[config.mk]
export PLATFORM = sky130hd
export DESIGN_NAME = logits_argmax_flat
export DESIGN_NICKNAME = d
export VERILOG_FILES = /design/src/rtl/logits_argmax_if.sv /design/src/rtl/logits_argmax.sv /design/src/flat_wrapper.sv
export SDC_FILE = /design/constraint.sdc
export NUM_CORES = 1
export LEC_CHECK = 0
export CORE_ASPECT_RATIO = 0.7
export CORE_MARGIN = 2
export CORE_UTILIZATION = 57
export CTS_CLUSTER_SIZE = 25
export DETAILED_ROUTE_END_ITERATION = 10
export PLACE_DENSITY_LB_ADDON = 0.2
export SETUP_SLACK_MARGIN = 0.5
export SLEW_MARGIN = 20
export SYNTH_ARGS = -nofsm -noshare
export SYNTH_HDL_FRONTEND = slang
export SYNTH_SLANG_ARGS = --single-unit
[constraint.sdc]
create_clock -name clk -period 7.69 [get_ports clk]
set_input_delay 1.1535 -clock clk [delete_from_list [all_inputs] [get_ports clk]]
set_output_delay 1.1535 -clock clk [all_outputs]
set_load 0.02 [all_outputs]
[src/rtl/logits_argmax_if.sv]
// Handshake bundle for logits_argmax: one logits frame in, one
// classification result out, each on its own valid/ready pair.
interface logits_argmax_if #(
    parameter int OUTPUT_SIZE       = 3,
    parameter int OUTPUT_DATA_WIDTH = 16
);
    localparam int IDX_WIDTH = (OUTPUT_SIZE > 2) ? $clog2(OUTPUT_SIZE) : 1;

    logic                                     i_valid;
    logic                                     i_ready;
    logic [OUTPUT_SIZE*OUTPUT_DATA_WIDTH-1:0] i_logits;
    logic                                     o_valid;
    logic                                     o_ready;
    logic [IDX_WIDTH-1:0]                     o_class;
    logic [OUTPUT_DATA_WIDTH-1:0]             o_max_logit;
    logic [OUTPUT_DATA_WIDTH:0]               o_margin;

    // Producer of frames / consumer of results.
    modport master (
        output i_valid, i_logits, o_ready,
        input  i_ready, o_valid, o_class, o_max_logit, o_margin
    );

    // The argmax block itself.
    modport slave (
        input  i_valid, i_logits, o_ready,
        output i_ready, o_valid, o_class, o_max_logit, o_margin
    );
endinterface

[src/rtl/logits_argmax.sv]
// Serial argmax over one logits frame: captures the frame, scans one logit
// per cycle tracking top-1 / top-2, then presents class, max and margin.
module logits_argmax #(
    parameter int OUTPUT_SIZE       = 3,
    parameter int OUTPUT_DATA_WIDTH = 16
) (
    input  logic           clk,
    input  logic           rst,
    logits_argmax_if.slave bus
);
    localparam int W         = OUTPUT_DATA_WIDTH;
    localparam int IDX_WIDTH = (OUTPUT_SIZE > 2) ? $clog2(OUTPUT_SIZE) : 1;
    localparam logic [IDX_WIDTH-1:0] LAST_IDX = IDX_WIDTH'(OUTPUT_SIZE - 1);
    localparam logic signed [W-1:0]  MOST_NEG = {1'b1, {(W-1){1'b0}}};

    typedef enum logic [1:0] {IDLE, SCAN, DONE} state_t;

    state_t state_q, state_d;

    logic [OUTPUT_SIZE-1:0][W-1:0] frame;
    logic signed [W-1:0]           best, second;
    logic [IDX_WIDTH-1:0]          best_idx, cnt;

    logic [IDX_WIDTH-1:0]          class_q;
    logic [W-1:0]                  max_q;
    logic [W:0]                    margin_q;

    logic signed [W-1:0]           x, nxt_best, nxt_second;
    logic [IDX_WIDTH-1:0]          nxt_idx;
    logic [W:0]                    nxt_margin;

    logic accept, last;

    assign accept = (state_q == IDLE) && bus.i_valid;
    assign last   = (cnt == LAST_IDX);

    // Outputs are either registers or a decode of the state register.
    assign bus.i_ready     = (state_q == IDLE);
    assign bus.o_valid     = (state_q == DONE);
    assign bus.o_class     = class_q;
    assign bus.o_max_logit = max_q;
    assign bus.o_margin    = margin_q;

    // State register.
    always_ff @(posedge clk or posedge rst) begin
        if (rst) state_q <= IDLE;
        else     state_q <= state_d;
    end

    // Next-state logic.
    always_comb begin
        state_d = state_q;
        case (state_q)
            IDLE:    if (bus.i_valid) state_d = SCAN;
            SCAN:    if (last)        state_d = DONE;
            DONE:    if (bus.o_ready) state_d = IDLE;
            default: state_d = IDLE;
        endcase
    end

    // Top-2 update for the current element; strict '>' keeps the lowest
    // index on ties and pushes an equal-to-best value into second.
    always_comb begin
        x          = frame[cnt];
        nxt_best   = best;
        nxt_second = second;
        nxt_idx    = best_idx;
        if (x > best) begin
            nxt_second = best;
            nxt_best   = x;
            nxt_idx    = cnt;
        end else if (x > second) begin
            nxt_second = x;
        end
        // One extra bit so max - second never wraps (worst case 2^W - 1).
        nxt_margin = {nxt_best[W-1], nxt_best} - {nxt_second[W-1], nxt_second};
    end

    // Frame capture, scan registers and result registers.
    always_ff @(posedge clk or posedge rst) begin
        if (rst) begin
            frame    <= '0;
            best     <= '0;
            second   <= '0;
            best_idx <= '0;
            cnt      <= '0;
            class_q  <= '0;
            max_q    <= '0;
            margin_q <= '0;
        end else begin
            case (state_q)
                IDLE: if (accept) begin
                    frame    <= bus.i_logits;
                    best     <= bus.i_logits[W-1:0];
                    best_idx <= '0;
                    second   <= MOST_NEG;
                    cnt      <= IDX_WIDTH'(1);
                end
                SCAN: begin
                    best     <= nxt_best;
                    second   <= nxt_second;
                    best_idx <= nxt_idx;
                    cnt      <= cnt + 1'b1;
                    if (last) begin
                        class_q  <= nxt_idx;
                        max_q    <= nxt_best;
                        margin_q <= nxt_margin;
                    end
                end
                default: ;
            endcase
        end
    end
endmodule

[src/flat_wrapper.sv]
// flat-port wrapper written by rule: the top's interface ports become plain ports
module logits_argmax_flat 
#(
    parameter int OUTPUT_SIZE       = 3,
    parameter int OUTPUT_DATA_WIDTH = 16
)
  (clk, rst, bus_i_valid, bus_i_logits, bus_o_ready, bus_i_ready, bus_o_valid, bus_o_class, bus_o_max_logit, bus_o_margin);
  logits_argmax_if #(.OUTPUT_SIZE(OUTPUT_SIZE), .OUTPUT_DATA_WIDTH(OUTPUT_DATA_WIDTH)) bus_i ();
  input  logic clk;
  input  logic rst;
  input wire logic [$bits(bus_i.i_valid)-1:0] bus_i_valid;
  input wire logic [$bits(bus_i.i_logits)-1:0] bus_i_logits;
  input wire logic [$bits(bus_i.o_ready)-1:0] bus_o_ready;
  output wire logic [$bits(bus_i.i_ready)-1:0] bus_i_ready;
  output wire logic [$bits(bus_i.o_valid)-1:0] bus_o_valid;
  output wire logic [$bits(bus_i.o_class)-1:0] bus_o_class;
  output wire logic [$bits(bus_i.o_max_logit)-1:0] bus_o_max_logit;
  output wire logic [$bits(bus_i.o_margin)-1:0] bus_o_margin;
  assign bus_i.i_valid = bus_i_valid;
  assign bus_i.i_logits = bus_i_logits;
  assign bus_i.o_ready = bus_o_ready;
  assign bus_i_ready = bus_i.i_ready;
  assign bus_o_valid = bus_i.o_valid;
  assign bus_o_class = bus_i.o_class;
  assign bus_o_max_logit = bus_i.o_max_logit;
  assign bus_o_margin = bus_i.o_margin;
  logits_argmax #(.OUTPUT_SIZE(OUTPUT_SIZE), .OUTPUT_DATA_WIDTH(OUTPUT_DATA_WIDTH)) u_core (.clk(clk), .rst(rst), .bus(bus_i));
endmodule
==> metrics.md, run 1 <==
| Metric | Value |
|---|---|
| Row Count | `34` |
| DR pass1 iterations | `5` |
| Syn Nets | `972` |
| Hold WC Path Type | `reg2reg` |
| Final wirelength | `20.9 mm` |
| Synth top area cells | `dfrtp_1, nand2_1, ha_1, o21ai_0, mux2i_1` |
| Placer Congestion | `0.955` |
| Io pins | `89` |
| Adder-Cell Fraction of Synth Area | `0.0798` |
| WHS Endpoint | `u_core.frame[9]` |
| Final worst path period share | `0.864` |
| Synthesized netlist cell count | `874` |
| Critical path class | `reg2reg` |
| Post-synthesis compound-gate area fraction | `0.207` |
| Placeable Area | `0.0125 mm²` |
| Largest net degree at the start of global routing | `74` |
| Worst Reg-to-Reg Cells | `27` |
| Max cap viols | `0` |
| Drt via density | `5.99` |
| CP Data Required Time | `7970 ps` |
| CP max stage cell | `dfrtp_2` |
| Initial DRC Count | `515` |
| Arrival time worst endpoint | `6920 ps` |
| Unique masters post-synth | `69` |
| Grt total ovfl | `0` |
| Xor/xnor cell area share of the yosys netlist | `0.0108` |
| Diode count | `0` |
| Sequential share of the synthesized area | `0.414` |
| CTS clk-pin slew, worst paths | `60 ps` |
| Crit Path Max Fanout | `19` |
| CP Launch Type | `flip-flop` |
| Post-route DRC | `0` |
| Synth Cell Area | `0.00731 mm²` |
| Mean Syn Cell Area | `8.36 µm²` |
| TritonCTS clock tree | `built` |
| Fmax | `0.151 GHz` |
| Asr flop ratio synth | `1.00` |
| DRT antenna net count | `0` |
| Die height | `98.7 µm` |
| CTS root buf | `clkbuf_16` |
| Die W | `139 µm` |
| Synthesis-stage register bit count | `121` |
| Final hold violation count | `0` |
| Tmin final | `6640 ps` |
| Fin Clk Skew | `13.2 ps` |
| Mux share of post-synthesis cell area | `0.0332` |
| Worst hold path depth | `2` |
| YS warnings | `0` |
| Setup TNS | `0 ps` |
| Max_slew headroom | `0.431` |
| Hpwl dp | `14.9 mm` |
| Worst-Skew Late Latency | `410 ps` |
| Vias in the first global route | `6474` |
| CP delay by family, top | `compound AO/OA/AOI/OAI gates` |
| Nature of the critical path endpoint | `flip-flop` |
| R2r endpoint | `u_core.bus.o_margin[14]` |
| Starting density of the core | `0.586` |
| Status | `finished, final reports clean` |
| Final max-slew violation count | `0` |
| Setup violators final | `0` |
| RSZ-0062 raised after global routing | `no` |
| Initial antenna violation count | `0` |
| Routed via count | `6711` |
| Reg-to-Reg Start | `u_core.cnt[0]` |
| Post-CTS Setup Bufs | `0` |
| R2R setup slack | `1050 ps` |
| Main combinational cell family by area after synthesis | `compound AO/OA/AOI/OAI gates` |
| First-pass GRT wire length | `33.9 mm` |
| Area Overhead vs Synth | `21.7%` |
| Port buffer count | `88` |
| Critical path buffers and inverters | `4` |
| Post-synth EDFFs | `0` |
| Hold path startpoint | `u_core.frame[9]` |
| Synth top area share | `0.414` |
| Post-Synth Simple-Gate Area | `0.196` |
| Share of cells above drive strength 1 | `0.0752` |
| Total CTS buffers | `17` |
| CTS max path bufs | `2` |
| Nets | `1043` |
| Mean routed wirelength per cell | `18.6 µm` |
| Least-Margin Pin Slew | `851 ps` |
| Post-synth top flop | `dfrtp_1` |
| Cell accounting for the most synthesized area | `dfrtp_1` |
| Die ar. | `0.0138 mm²` |
| Num Clock Sinks | `121` |
| Number of H-tree levels | `4` |
| CTS Hold Bufs | `0` |
| GRT Total Usage | `0.312` |
| Crit path largest cell delay | `540 ps` |
-- cell usage after synthesis (3+ instances only) --
cell	n
a211oi_1	17
a21o_1	12
a21oi_1	38
a222oi_1	3
a22o_1	3
a22oi_1	15
a311oi_1	5
a41o_1	4
and2_1	9
buf_1	12
buf_2	4
clkbuf_1	32
dfrtp_1	121
ha_1	45
inv_1	56
mux2i_1	22
nand2_1	225
nand2b_1	5
nand3_1	21
nand4_1	8
nor2_1	38
nor2b_1	6
nor3_1	4
nor4_1	3
o211ai_1	4
o21a_1	3
o21ai_0	94
o21ai_1	3
o22ai_1	4
o31ai_1	5
xnor2_1	7
-- worst max-delay path by stage --
| stage | startpoint | to | slack, ps | depth (start not counted) |
|---|---|---|---|---|
| 2_1_floorplan | u_core.cnt[1] | u_core.bus.o_margin[14] | 1590 | 26 |
| 3_3_place_gp | u_core.cnt[0] | u_core.bus.o_margin[14] | 1050 | 27 |
| 3_5_place_dp | u_core.cnt[0] | u_core.bus.o_margin[14] | 890 | 27 |
| 4_1_cts | u_core.cnt[0] | u_core.bus.o_margin[14] | 800 | 27 |
| 5_1_grt | u_core.cnt[1] | u_core.bus.o_margin[14] | 530 | 26 |
| 6_report | u_core.cnt[0] | u_core.bus.o_margin[14] | 1050 | 27 |
-- layer usage --
metal / track usage / part of all wire / vias to the layer above / wire length [µm]
li1: - / - / 3157 / -
met1: 0.445 / 0.45 / 3233 / 9410
met2: 0.494 / 0.46 / 288 / 9640
met3: 0.0505 / 0.068 / 33 / 1430
met4: 0.0987 / 0.019 / 0 / 393
met5: 0 / 0 / - / 0
-- kinds of logic after synthesis --
kind of cell	Yosys count
AO/OA/AOI/OAI	232
XOR/XNOR	9
adder cells (fa/ha/maj)	46
buffers and inverters	108
flip-flops	121
multiplexers	24
AND/OR/NAND/NOR	334
-- repair_timing --
action / CTS / global route
endpoints found under the setup margin: 0 / 7
hold endpoints to repair: 0 / 0
resized for setup: 0 / 3
-- area by class of cell --
type / count / area [µm²]
multi-input cells: 645 / 3870
fillers: 953 / 3570
flip-flops and latches: 121 / 3030
repair buffers: 103 / 993
clock buffers: 20 / 437
inverters: 57 / 216
well taps: 162 / 203
clock inverters: 12 / 151
-- flip-flops by register name, indices dropped and copies added, names as in the netlist --
signal	cells
u_core.best	16
u_core.best_idx	2
u_core.bus.o_class	2
u_core.bus.o_margin	17
u_core.bus.o_max_logit	16
u_core.cnt	2
u_core.frame	48
u_core.second	16
u_core.state_q	2
-- worst register-to-register path, delay by kind of cell (launching register included) --
kind	cells	cell delay (ps)
AO/OA/AOI/OAI	12	2690
XOR/XNOR	1	170
adder cells (fa/ha/maj)	3	1010
buffers and inverters	4	760
flip-flops	1	540
AND/OR/NAND/NOR	7	1340
-- stage by stage --
stage / instances / worst slack (ps) / instance area [µm²] / hold slack [ps] / util
3_5_place_dp: 1088 / 894 / 8300 / 461 / 0.666
4_1_cts: 1120 / 805 / 8890 / 475 / 0.713
5_1_grt: 1120 / 530 / 8900 / 498 / 0.714
6_report: 1120 / 1050 / 8900 / 473 / 0.714
3_3_place_gp: 1088 / 1050 / 8300 / 457 / 0.666
2_1_floorplan: 874 / 1590 / 7310 / 445 / -
-- layout by cell type (no fill, tap or decap), types with 21 or more instances in the layout --
cell | netlist | routed
a21oi_1 | 38 | 38
clkdlybuf4s50_1 | 0 | 88
dfrtp_1 | 121 | 119
ha_1 | 45 | 45
inv_1 | 56 | 55
mux2i_1 | 22 | 22
nand2_1 | 225 | 223
nand3_1 | 21 | 21
nor2_1 | 38 | 37
o21ai_0 | 94 | 94
Power of run 1 is left out: the tool's default activity adds up to more than one toggle a clock period on the data nets, which glitch-free logic cannot reach.
==> inputs of run 2 (changes only) <==
--- a/config.mk
+++ b/config.mk
@@ -11,7 +11,7 @@
 export CTS_CLUSTER_SIZE = 25
 export DETAILED_ROUTE_END_ITERATION = 10
 export PLACE_DENSITY_LB_ADDON = 0.2
-export SETUP_SLACK_MARGIN = 0.5
+export SETUP_SLACK_MARGIN = 0.4
 export SLEW_MARGIN = 20
 export SYNTH_ARGS = -nofsm -noshare
 export SYNTH_HDL_FRONTEND = slang
==> results of run 2 <==
Final layout, timing and power as in run 1 (identical DEF).
Power of run 2 is left out for the same reason.
==> inputs of run 3 (changes only) <==
--- a/config.mk
+++ b/config.mk
@@ -6,8 +6,9 @@
 export NUM_CORES = 1
 export LEC_CHECK = 0
 export CORE_ASPECT_RATIO = 0.7
-export CORE_MARGIN = 2
-export CORE_UTILIZATION = 57
+export CORE_MARGIN = 10
+export CORE_UTILIZATION = 58
+export CTS_BUF_LIST = sky130_fd_sc_hd__clkbuf_2
 export CTS_CLUSTER_SIZE = 25
 export DETAILED_ROUTE_END_ITERATION = 10
 export PLACE_DENSITY_LB_ADDON = 0.2
==> metrics.md, run 3 (synthesis results as in run 1) <==
| Metric | Value |
|---|---|
| Commonest non-fill, non-tap cell in the layout | `nand2_1` |
| CP Launch Type | `flip-flop` |
| First-pass GRT wire length | `34.2 mm (+0.67%)` |
| Placer Congestion | `0.951 (-0.44%)` |
| TritonCTS clock tree | `built` |
| Initial antenna violation count | `0 (unchanged)` |
| Met1 WL | `9.12 mm (-3.1%)` |
| Top Layer Used | `met4` |
| Tmin final | `6850 ps (+205 ps)` |
| Least-Margin Pin Slew | `832 ps (-19.0 ps)` |
| Crit Path Max Fanout | `19 (unchanged)` |
| Most frequent cells in the layout | `nand2_1, dfrtp_1, o21ai_0, clkdlybuf4s50_1, inv_1` |
| Grt total ovfl | `0 (unchanged)` |
| Setup ws final | `842 ps (-205 ps)` |
| Worst-Skew Late Latency | `730 ps (+320 ps)` |
| Arrival time worst endpoint | `7480 ps (+560 ps)` |
| Post-layout instance area | `0.00860 mm² (-3.4%)` |
| Critical path class | `reg2reg` |
| Placeable Area | `0.0124 mm² (-0.68%)` |
| Die ar. | `0.0176 mm² (+28%)` |
| Nature of the critical path endpoint | `flip-flop` |
| Diode count | `0 (unchanged)` |
| CTS root buf | `clkbuf_2` |
| Die W | `154 µm (+11%)` |
| R2r endpoint | `u_core.bus.o_margin[15]` |
| Final max-slew violation count | `0 (unchanged)` |
| Drt via density | `5.94 (-0.79%)` |
| Max cap viols | `0 (unchanged)` |
| Setup violators final | `0 (unchanged)` |
| Port buffer count | `88 (unchanged)` |
| Number of H-tree levels | `4 (unchanged)` |
| Starting density of the core | `0.590 (+0.00403)` |
| Post-CTS Setup Bufs | `0 (unchanged)` |
| CTS clk-pin slew, worst paths | `190 ps (+130 ps)` |
| Placed Area | `0.00831 mm² (about the same)` |
| Met3 WL | `1.70 mm (+19%)` |
| Max_slew headroom | `0.444 (+0.0127)` |
| Fmax | `0.146 GHz (-3.0%)` |
| Hpwl dp | `15.4 mm (+3.0%)` |
| RSZ-0062 raised after global routing | `no` |
| Setup TNS | `0 ps (unchanged)` |
| Worst hold path depth | `2 (unchanged)` |
| Fin Clk Skew | `32.7 ps (+19.5 ps)` |
| Flip-flop count of the largest register after layout | `48 (unchanged)` |
| Final wirelength | `21.1 mm (+0.97%)` |
| GRT Total Usage | `0.239 (-0.0729)` |
| Hold path startpoint | `u_core.bus.o_max_logit[9]` |
| Top reg by flops | `u_core.frame` |
| DRT antenna net count | `0 (unchanged)` |
| Nets | `1044 (+0.096%)` |
| WL met2 | `9.84 mm (+2.1%)` |
| CTS max path bufs | `2 (unchanged)` |
| Post-route DRC | `0 (unchanged)` |
| DR pass1 iterations | `5 (unchanged)` |
| Share of cells above drive strength 1 | `0.0740 (-0.00112)` |
| Status | `finished, final reports clean` |
| WHS Endpoint | `u_core.bus.o_max_logit[9]` |
| CP Data Required Time | `8330 ps (+360 ps)` |
| Die height | `114 µm (+15%)` |
| Worst Reg-to-Reg Cells | `23 (-15%)` |
| Pre-CTS WS | `736 ps (-158 ps)` |
| Area Overhead vs Synth | `17.6%` |
| Reg-to-Reg Start | `u_core.cnt[1]` |
| CTS Hold Bufs | `0 (unchanged)` |
| Hold WC Path Type | `reg2reg` |
| Row Count | `34 (unchanged)` |
| Largest net degree at the start of global routing | `74 (unchanged)` |
| Final worst path period share | `0.890 (+0.0266)` |
| Routed via count | `6664 (-0.70%)` |
| Total CTS buffers | `17 (unchanged)` |
| Final hold violation count | `0 (unchanged)` |
| Num Clock Sinks | `121 (unchanged)` |
| Resized cells post-CTS | `0 (unchanged)` |
| Mean routed wirelength per cell | `18.8 µm (+0.88%)` |
| Io pins | `89 (unchanged)` |
| Initial DRC Count | `619 (+20%)` |
| Vias in the first global route | `6550 (+1.2%)` |
| R2R setup slack | `840 ps (-200 ps)` |
## run 3: worst max-delay path by stage
stage	endpoint	cells after the start	slack, ps	from
after floorplan	u_core.bus.o_margin[14]	26	1590	u_core.cnt[1]
after global placement	u_core.bus.o_margin[14]	22	1120	u_core.cnt[1]
after detailed placement	u_core.bus.o_margin[14]	22	740	u_core.cnt[1]
after CTS	u_core.bus.o_margin[14]	22	750	u_core.cnt[1]
after global routing	u_core.bus.o_margin[14]	25	470	u_core.cnt[1]
final	u_core.bus.o_margin[15]	23	840	u_core.cnt[1]
## run 3: cell type report
type	instances	area, µm²
clock buffers	17	85.1
clock inverters	15	201
fillers	997	3780
inverters	57	216
multi-input cells	645	3860
flip-flops and latches	121	3030
well taps	162	203
repair buffers	104	1000
## run 3: worst max-delay path: stages, from the launching register on
cell       delay [ps]
dfrtp_1           890
nor2_1             80
buf_4             220
a21oi_1           460
inv_1             240
ha_1              380
a21oi_1            80
a2111oi_0         720
or4b_4            290
and2_1            540
nand2_1           100
o21ai_0           140
inv_1             130
ha_1              300
a21o_1            170
a21o_1            210
a211oi_1          240
a41oi_1            80
a22o_1            290
a32oi_1           440
or3_1             240
a21oi_1            90
o21a_1            200
o31ai_1           230
## run 3: layer usage
| layer | up-vias | GRT usage |
|---|---|---|
| met5 | - | 0 |
| met4 | 0 | 0.0766 |
| met3 | 33 | 0.0669 |
| met2 | 249 | 0.391 |
| met1 | 3219 | 0.302 |
| li1 | 3163 | - |
## run 3: through the flow
step	std cells	utilization	hold slack (ps)
3_3_place_gp	1089	0.671	456
6_report	1121	0.695	505
5_1_grt	1121	0.695	523
4_1_cts	1121	0.694	504
2_1_floorplan	874	-	445
3_5_place_dp	1089	0.671	462
Power of run 3 is left out for the same reason.
